$ cat config.mk
export PLATFORM = sky130hd
export DESIGN_NAME = spatz_vrf_wbuf
export DESIGN_NICKNAME = d
export VERILOG_FILES = /design/src/rtl/spatz_vrf_wbuf.sv
export SDC_FILE = /design/constraint.sdc
export NUM_CORES = 1
export LEC_CHECK = 0
export ABC_AREA = 1
export BUFFER_PORTS_ARGS = -buffer_cell sky130_fd_sc_hd__buf_2
export CAP_MARGIN = 20
export CORE_ASPECT_RATIO = 0.75
export CORE_MARGIN = 1.5
export CORE_UTILIZATION = 44
export CTS_CLUSTER_SIZE = 16
export DETAILED_ROUTE_END_ITERATION = 12
export REMOVE_ABC_BUFFERS = 1
export SLEW_MARGIN = 20
export SYNTH_ARGS = -nofsm -noshare
export SYNTH_HDL_FRONTEND = slang
export SYNTH_SLANG_ARGS = --single-unit
$ cat constraint.sdc
create_clock -name clk_i -period 5.4 [get_ports clk_i]
set_clock_uncertainty 0.05 [all_clocks]
set_input_delay 1.08 -clock clk_i [delete_from_list [all_inputs] [get_ports clk_i]]
set_output_delay 1.08 -clock clk_i [all_outputs]
set_load 0.01 [all_outputs]
$ cat src/rtl/spatz_vrf_wbuf.sv
// spatz_vrf_wbuf: in-order write-back buffer in front of one VRF write port.
// Absorbs VRF bank-arbitration backpressure (wvalid_i withheld) so the
// producer only sees a valid/ready handshake.
// AddrWidth/DataWidth/BeWidth correspond to spatz_pkg::vreg_addr_t,
// vreg_data_t and vreg_be_t.
// Optional feature macro: SPATZ_VRF_WBUF_BYPASS_EN (empty-FIFO combinational
// bypass). Default build (macro undefined): outputs come from storage only.
module spatz_vrf_wbuf #(
  parameter int unsigned Depth     = 4,
  parameter int unsigned AddrWidth = 8,
  parameter int unsigned DataWidth = 64,
  parameter int unsigned BeWidth   = DataWidth / 8
) (
  input  logic                         clk_i,
  input  logic                         rst_i,
  input  logic                         in_valid_i,
  output logic                         in_ready_o,
  input  logic [AddrWidth-1:0]         in_waddr_i,
  input  logic [DataWidth-1:0]         in_wdata_i,
  input  logic [BeWidth-1:0]           in_wbe_i,
  output logic [AddrWidth-1:0]         waddr_o,
  output logic [DataWidth-1:0]         wdata_o,
  output logic [BeWidth-1:0]           wbe_o,
  output logic                         we_o,
  input  logic                         wvalid_i,
  output logic                         empty_o,
  output logic [$clog2(Depth+1)-1:0]   count_o
);

  localparam int unsigned CntWidth = $clog2(Depth + 1);
  localparam int unsigned PtrWidth = (Depth > 1) ? $clog2(Depth) : 1;
  localparam logic [CntWidth-1:0] FullCount = CntWidth'(Depth);
  localparam logic [PtrWidth-1:0] LastPtr   = PtrWidth'(Depth - 1);

  typedef struct packed {
    logic [AddrWidth-1:0] addr;
    logic [DataWidth-1:0] data;
    logic [BeWidth-1:0]   be;
  } entry_t;

  entry_t mem_q [Depth];

  logic [PtrWidth-1:0] wptr_q, wptr_d;
  logic [PtrWidth-1:0] rptr_q, rptr_d;
  logic [CntWidth-1:0] count_q, count_d;

  entry_t in_entry;
  entry_t head;
  logic   full, empty;
  logic   push, pop;
  logic   bypass_hit, bypass_commit;

  assign in_entry = {in_waddr_i, in_wdata_i, in_wbe_i};

  assign full  = (count_q == FullCount);
  assign empty = (count_q == '0);

  // Ready depends only on registered occupancy: a pop in the same cycle
  // never opens a slot for a push while full.
  assign in_ready_o = !full;
  assign empty_o    = empty;
  assign count_o    = count_q;

`ifdef SPATZ_VRF_WBUF_BYPASS_EN
  // An empty buffer forwards the incoming request straight to the port; if
  // the VRF takes it this cycle it is never stored.
  assign bypass_hit    = empty && in_valid_i;
  assign bypass_commit = bypass_hit && wvalid_i;
`else
  assign bypass_hit    = 1'b0;
  assign bypass_commit = 1'b0;
`endif

  assign push = in_valid_i && !full && !bypass_commit;
  assign pop  = !empty && wvalid_i;

  // Head presentation: stored head entry, bypassed input, or all zeros.
  always_comb begin
    head = '0;
    we_o = 1'b0;
    if (!empty) begin
      head = mem_q[rptr_q];
      we_o = 1'b1;
    end else if (bypass_hit) begin
      head = in_entry;
      we_o = 1'b1;
    end
  end

  assign waddr_o = head.addr;
  assign wdata_o = head.data;
  assign wbe_o   = head.be;

  // Pointer and occupancy next-state; pointers wrap at Depth-1 so any
  // Depth works, not only powers of two.
  always_comb begin
    wptr_d  = wptr_q;
    rptr_d  = rptr_q;
    count_d = count_q;
    if (push) begin
      wptr_d = (wptr_q == LastPtr) ? '0 : wptr_q + PtrWidth'(1);
    end
    if (pop) begin
      rptr_d = (rptr_q == LastPtr) ? '0 : rptr_q + PtrWidth'(1);
    end
    case ({push, pop})
      2'b10:   count_d = count_q + CntWidth'(1);
      2'b01:   count_d = count_q - CntWidth'(1);
      default: count_d = count_q;
    endcase
  end

  // Control state; entries held at reset are simply forgotten.
  always_ff @(posedge clk_i) begin
    if (rst_i) begin
      wptr_q  <= '0;
      rptr_q  <= '0;
      count_q <= '0;
    end else begin
      wptr_q  <= wptr_d;
      rptr_q  <= rptr_d;
      count_q <= count_d;
    end
  end

  // Entry storage; contents need no reset because count gates visibility.
  always_ff @(posedge clk_i) begin
    if (push) begin
      mem_q[wptr_q] <= in_entry;
    end
  end

  // Overflow/underflow cannot happen by construction; catch regressions.
  always_ff @(posedge clk_i) begin
    if (!rst_i) begin
      assert (!(push && full));
      assert (!(pop && empty));
      assert (count_q <= FullCount);
    end
  end

endmodule

# ---- Word level (Yosys, flattened, before mapping)
# Memories as Yosys holds them, arrays and structs flattened. A register that Yosys moved wholly into a read port is not among the register bits.
# Cells that the tools add are included.
dict set report word_totals {
  ff_bits 7
  mem_bits_rw 320
  inputBits 84
  out_inout_bits 86
  wordCells 28
  n_memories 1
}
dict set report op_classes {
  addsub 4
  n_eq_ne 5
  n_mux 9
  n_reduce_logical 6
}
# memory words word_bits read_ports rd_ports_with_merged_regs write_ports line
set mem_list {}
lappend mem_list {mem_q 4 80 1 1 1 41} ;# entry_t mem_q [Depth];
# operator count
set op_table {}
lappend op_table {{80-bit 2-to-1 mux} 1}
lappend op_table {{2-bit 2-to-1 mux} 4}
lappend op_table {{2-bit equality test, second input constant} 3}
lappend op_table {{3-bit one-hot mux with 2 select lines} 1}
lappend op_table {{2-bit by 1-bit adder with 2-bit output, second input constant} 2}
lappend op_table {{3-bit by 1-bit adder with 3-bit output, second input constant} 1}
lappend op_table {{3-bit equality test, second input constant} 1}
lappend op_table {{3-bit zero test} 1}
lappend op_table {{1-bit 2-to-1 mux} 3}
lappend op_table {{3-bit by 1-bit subtractor with 3-bit output, second input constant} 1}
lappend op_table {{2-bit by 1-bit equality test with 1-bit output, second input constant} 1}
lappend op_table {{1-bit logical AND} 2}
lappend op_table {{1-bit zero test} 2}
lappend op_table {{2-bit nonzero test} 1}

# ---- Longest topological paths before layout
# Gate-level depths: netlist (run 1).
dict set report depth {
  depth_word 5
  depth_mapped 13
  mapped_depth_nobuf 13
}

# ---- Worst setup path before layout (run 1)
# OpenSTA, ideal clock, no wires.
dict set report synth_path {
  path_type {input to register}
  startpoint {input in_valid_i}
  endpoint {memory mem_q[0][0] (netlist name), enable pin}
  setup_time_ns 0.519
  arrival_time_ns 4.540
  required_ns 4.831
  setup_slack_ns 0.291
  stages 2
  path_buffers 0
  path_cell_list {nand2_1 -> nor2_1}
}
dict set report synth_between {
  elab_chain_len 3
}
# element line
set synth_rtl {}
lappend synth_rtl {{from (decl)} 16} ;# input logic in_valid_i,
lappend synth_rtl {{1-bit logical AND} 74} ;# assign push = in_valid_i && !full && !bypass_commit;
lappend synth_rtl {{1-bit 2-to-1 mux} 128} ;# if (push) begin
lappend synth_rtl {{1-bit 2-to-1 mux (not written as such)} 129} ;# mem_q[wptr_q] <= in_entry;
lappend synth_rtl {{to (decl)} 41}
# No other way between the ends.

==> qor.txt, run 1 <==
Final Slew Violations: 0
Worst-Margin Slew: 958 ps
Crit path kind: reg -> out
Commonest non-fill, non-tap cell in the layout: nand2_1
Fin crit share: 75.9%
Fin Setup TNS: 0 ps
Overall Global Routing Usage: 18.2%
Post-DRT Antenna Nets: 0
Initial Util: 44.8%
Startpoint types: flop
R2R cell count: 5
Worst setup EP type: primary output
Iter 0 DRT Violations: 440
Peak supply drop: 330 µV
Combinational Power Share: 29.8%
Die Footprint: 0.0308 mm²
Clock Sinks: 329
DRC Markers: 0
P&R area growth vs syn: 16.9%
Hold Crit Depth: 2
# rows: 54
Post-CTS Resized: 0
Post-CTS Setup Bufs: 0
Switch share: 33.6%
WL/cell: 16.7 µm
Met2 Resource Use GR: 29.3%
RSZ-0062 raised after global routing: no
Headroom to the max-slew limit: 36.1%
Routed WL: 27,900 µm
P_int: 5080 µW
Die X: 202 µm
Final #Nets: 1,346
Final worst path period need: 4100 ps
Initial antenna violation count: 5
Fillers: 2,593
CORE AREA: 0.0292 mm²
Avg Cell Area, Syn: 12.0 µm²
Reg clk slew, reported paths: 60 ps
Final setup fails: 0
Hpwl dp: 15,500 µm
Leakage: 0.00601 µW
GPL Wtd Cong: 0.731
CTS tree: built
Die height: 152 µm
Max H-tree Level: 2
Crit path DAT: 2970 ps
IO Pins: 170
Yosys reg bits: 329
DRT Pass-1 Iters: 4
CP Data Required Time: 4270 ps
Net Sw Power: 2580 µW
Cell Area, Synth: 0.0131 mm²
Max frequency: 244 MHz
Worst hold slack: 477 ps
Global-route wire length before repair: 43,900 µm
Power Dens Cells: 500 mW/mm²
Final core occ: 52.4%
Most frequent cells in the layout: nand2_1, edfxtp_1, buf_2, nor2_1, a21oi_1
Post-synthesis sequential area ratio: 74.8%
Post-synthesis cell type count: 19
GR Util met1: 24.7%
Seq pwr share: 41.2%
Overflow after GRT: 0
GRT met3 Usage: 4.73%
Port bufs: 169
Critical Path Fanout Max: 94
Via/cell ratio: 4.89
Syn Inst Count: 1,093
Largest net degree at the start of global routing: 95
Global route hottest layer: met2
Outcome: complete, no violations
Worst-skew pair later-pin latency: 500 ps
Hold Crit Class: reg -> reg
CTS Hold Buffers Added: 0
Clock buffer depth: 3
Vias in the first global route: 7,962
Root Driver: clkbuf_16
Clock network power share: 28.9%
CTS buffer count: 34
Synth Warn #: 0
Routed vias: 8,203
Final Hold Fails: 0
Share of layout cells above drive strength 1: 18.6%
Max-Cap Viols: 0
-- flip-flops by register name (all words and copies together), names as in the netlist, named ones only --
signal   count
mem_q      320
count_o      3
rptr_q       2
wptr_q       2
-- critical path, stage by stage, from the launching register on --
cell and delay, ps:
dfxtp_4 500, inv_4 750, buf_4 520, nand2_1 110, nand2_1 100, nand2_1 70, a21oi_1 190, buf_2 160
-- synth_stat cells, drive strengths merged --
cell / instances / area, µm²
nand2: 334 / 1250
edfxtp: 320 / 9610
nor2: 172 / 646
a21oi: 85 / 425
o21ai: 82 / 410
buf: 48 / 317
inv: 19 / 73.8
clkbuf: 12 / 45.0
dfxtp: 9 / 180
ha: 6 / 75.1
nand3: 2 / 10.0
nand3b: 2 / 15.0
fa: 1 / 20.0
nand4: 1 / 6.26
-- worst paths after layout --
check,from,to,slack [ps]
hold reg to reg,rptr_q[1],rptr_q[1],480
hold / removal,rptr_q[1],rptr_q[1],480
setup / recovery,flop,wdata_o[13],1300
setup reg to reg,count_o[1],mem_q[2][27],2910
-- metrics by stage --
step	area, µm²	std cells	power, µW	setup WS, ps
floorplan	12700	1033	4590	-352
global placement	14200	1611	5510	1880
detailed placement	14200	1611	5540	1810
CTS	15300	1672	7780	1240
global route	15300	1672	8140	991
finish	15300	1676	7660	1300
-- power groups by stage --
| stage | registers, µW | logic (µW) | clock network [µW] |
|---|---|---|---|
| global placement | 3210 | 2300 | 0 |
| finish | 3160 | 2280 | 2210 |
| floorplan | 3270 | 1320 | 0 |
| CTS | 3160 | 2340 | 2280 |
| global route | 3180 | 2580 | 2380 |
| detailed placement | 3210 | 2320 | 0 |
-- cells by family after synthesis --
logic type / after synthesis / share of synthesized area, %
AOI/OAI and AO/OA: 167 / 6.39
adders and majority gates: 7 / 0.727
and+or+nand+nor: 511 / 14.8
DFF: 329 / 74.8
buffers and inverters: 79 / 3.33
-- area by class of cell --
type                       count  area (µm²)  share of cell area [%]
clock buffer                  47         973                    6.36
sequential                   329        9790                    64.0
inverter                      19        77.6                   0.507
timing repair buffer         186         973                    6.36
clock inverter                14        88.8                   0.581
antenna                        4        10.0                  0.0654
tap                          392         490                    3.21
multi-input combinational    685        2890                    18.9
-- metal layers --
metal | wire, µm | share of wire [%]
met2 | 12900 | 46
met4 | 480 | 1.7
met1 | 12900 | 46
met3 | 1680 | 6.0
met5 | 10 | 0.036
Power figures use the tool's default switching activity.
==> run 2, diff against run 1 <==
==> constraint.sdc (replaced) <==
create_clock -name clk_i -period 3.9 [get_ports clk_i]
set_clock_uncertainty 0.05 [all_clocks]
set_input_delay 0.78 -clock clk_i [delete_from_list [all_inputs] [get_ports clk_i]]
set_output_delay 0.78 -clock clk_i [all_outputs]
set_load 0.01 [all_outputs]
==> run 2 against run 1 <==
Effect of this change: non-clock buffer count grew 3; worst hold slack got worse by 52 ps; sequential power is 37% higher; final cell count up 0.18%; combinational power grew 44%.
==> qor.txt, run 2 (synthesis gave the netlist of run 1 again) <==
Share of layout cells above drive strength 1: 18.7% (+0.13 points)
Clock Sinks: 329 (unchanged)
Final worst path period need: 3300 ps
Overflow after GRT: 0 (unchanged)
Vias in the first global route: 8,080 (+1.5%)
Most flops, register: mem_q
Reg clk slew, reported paths: 60 ps (about the same)
Outcome: complete, no violations
Layout Cells excl Fill: 1,679 (+0.18%)
Hpwl dp: 15,800 µm (+2.1%)
FF-to-FF End: count_o[2]
CTS buffer count: 35 (+2.9%)
Critical Path Start: count_o[1]
CTS Hold Buffers Added: 0 (unchanged)
Routed WL: 28,200 µm (+0.95%)
Max FFs per register: 320 (unchanged)
Critical path endpoint: wdata_o[19]
Routed vias: 8,251 (+0.59%)
Peak supply drop: 440 µV (+33%)
FF+latch area: 0.00979 mm² (unchanged)
Final Slew Violations: 0 (unchanged)
Startpoint types: flop
Initial antenna violation count: 6 (+1)
Final Hold Fails: 0 (unchanged)
Reg2reg setup slack: 1720 ps (-1190 ps)
Multi-input gate area: 0.00289 mm² (unchanged)
Commonest non-fill, non-tap cell in the layout: nand2_1
Final #Nets: 1,350 (+0.30%)
Crit path DAT: 2470 ps (-500 ps)
Largest net degree at the start of global routing: 161 (+69%)
Global-route wire length before repair: 44,400 µm (+1.1%)
Worst-skew pair later-pin latency: 510 ps (about the same)
WL/cell: 16.8 µm (+0.77%)
CP Data Required Time: 3070 ps (-1200 ps)
Hold Crit Class: in -> reg
Fin crit share: 84.6%
Most frequent cells in the layout: nand2_1, edfxtp_1, buf_2, nor2_1, a21oi_1
GPL Wtd Cong: 0.786 (+7.5%)
Post-Place Cells: 1,614 (+0.19%)
Worst hold slack: 424 ps (-52.4 ps)
Initial Util: 44.8% (unchanged)
Port bufs: 169 (unchanged)
Overall Global Routing Usage: 18.4% (+0.16 points)
DRC Markers: 0 (unchanged)
Headroom to the max-slew limit: 45.2% (+9.0 points)
Die Footprint: 0.0308 mm² (unchanged)
IO Pins: 170 (unchanged)
Max H-tree Level: 2 (unchanged)
Root Driver: clkbuf_16
Final setup fails: 0 (unchanged)
Max-Cap Viols: 0 (unchanged)
Worst setup EP type: primary output
Max frequency: 303 MHz
Post-DRT Antenna Nets: 0 (unchanged)
Final core occ: 52.9% (+0.51 points)
Clock buffer depth: 3 (unchanged)
Die height: 152 µm (unchanged)
Leakage: 0.00606 µW (+0.91%)
RSZ-0062 raised after global routing: no
Crit path kind: reg -> out
Iter 0 DRT Violations: 481 (+9.3%)
Die X: 202 µm (unchanged)
Post-CTS Resized: 0 (unchanged)
Critical Path Fanout Max: 26 (-72%)
CORE AREA: 0.0292 mm² (unchanged)
DRT Pass-1 Iters: 7 (+3)
Worst-Margin Slew: 823 ps (-135 ps)
# rows: 54 (unchanged)
Tot Pwr: 10,800 µW (+41%)
Reg2Reg Launch Point: count_o[1]
CTS tree: built
R2R cell count: 11 (+6)
Power Dens Cells: 701 mW/mm² (+40%)
Via/cell ratio: 4.91 (+0.41%)
Post-CTS Setup Bufs: 0 (unchanged)
Fillers: 2,553 (-1.5%)
P&R area growth vs syn: 18.0%
[run 2: cell types whose count changed in the layout (fill, tap and decap cells not counted)]
cell	previous run	this run
buf_12	0	7
buf_4	17	13
clkbuf_1	9	12
clkinv_1	8	5
bufinv_16	1	3
clkinv_2	5	3
clkbuf_8	1	0
diode_2	4	5
[run 2: worst min-delay path by stage]
stage | slack, ps | end | cells past startpoint | startpoint
floorplan | 430 | flop | 2 | rptr_q[1]
global placement | 480 | rptr_q[1] | 2 | rptr_q[1]
detailed placement | 460 | flop | 2 | rptr_q[1]
CTS | 400 | mem_q[0][57] | 1 | in_wdata_i[49]
global route | 410 | mem_q[1][57] | 1 | in_wdata_i[49]
finish | 420 | mem_q[3][57] | 1 | in_wdata_i[49]
[run 2: cell type report]
class	instances	area share [%]
clock buffer	49	6.29
sequential	329	63.4
timing repair buffer	189	7.01
antenna	5	0.0810
clock inverter	11	0.826
tap	392	3.18
multi-input combinational	685	18.7
inverter	19	0.502
[run 2: routing by layer]
metal	part of all wire [%]	track usage, %	vias up
met1	45	25.2	3908
li1	-	-	4082
met3	6.6	4.56	42
met5	0.046	0	-
met4	1.7	4.94	2
met2	47	29.4	217
[run 2: per-stage QoR]
stage	setup TNS, ps	area, µm²	setup WS (ps)
after global placement	0	14300	1200
after floorplan	-414440	12700	-1550
after global routing	0	15400	467
after CTS	0	15400	560
final	0	15400	602
after detailed placement	0	14300	1170
[run 2: power by group]
part | switching (µW) | internal, µW
logic | 2250 | 1040
registers | 83.1 | 4250
clock network | 1270 | 1930
total | 3610 | 7220
[run 2: worst max-delay path, cell delays in order (launching register included)]
cell	delay (ps)
dfxtp_1	380
nor2_1	90
nand2_1	170
clkinv_2	420
buf_4	390
a21oi_1	290
buf_2	190
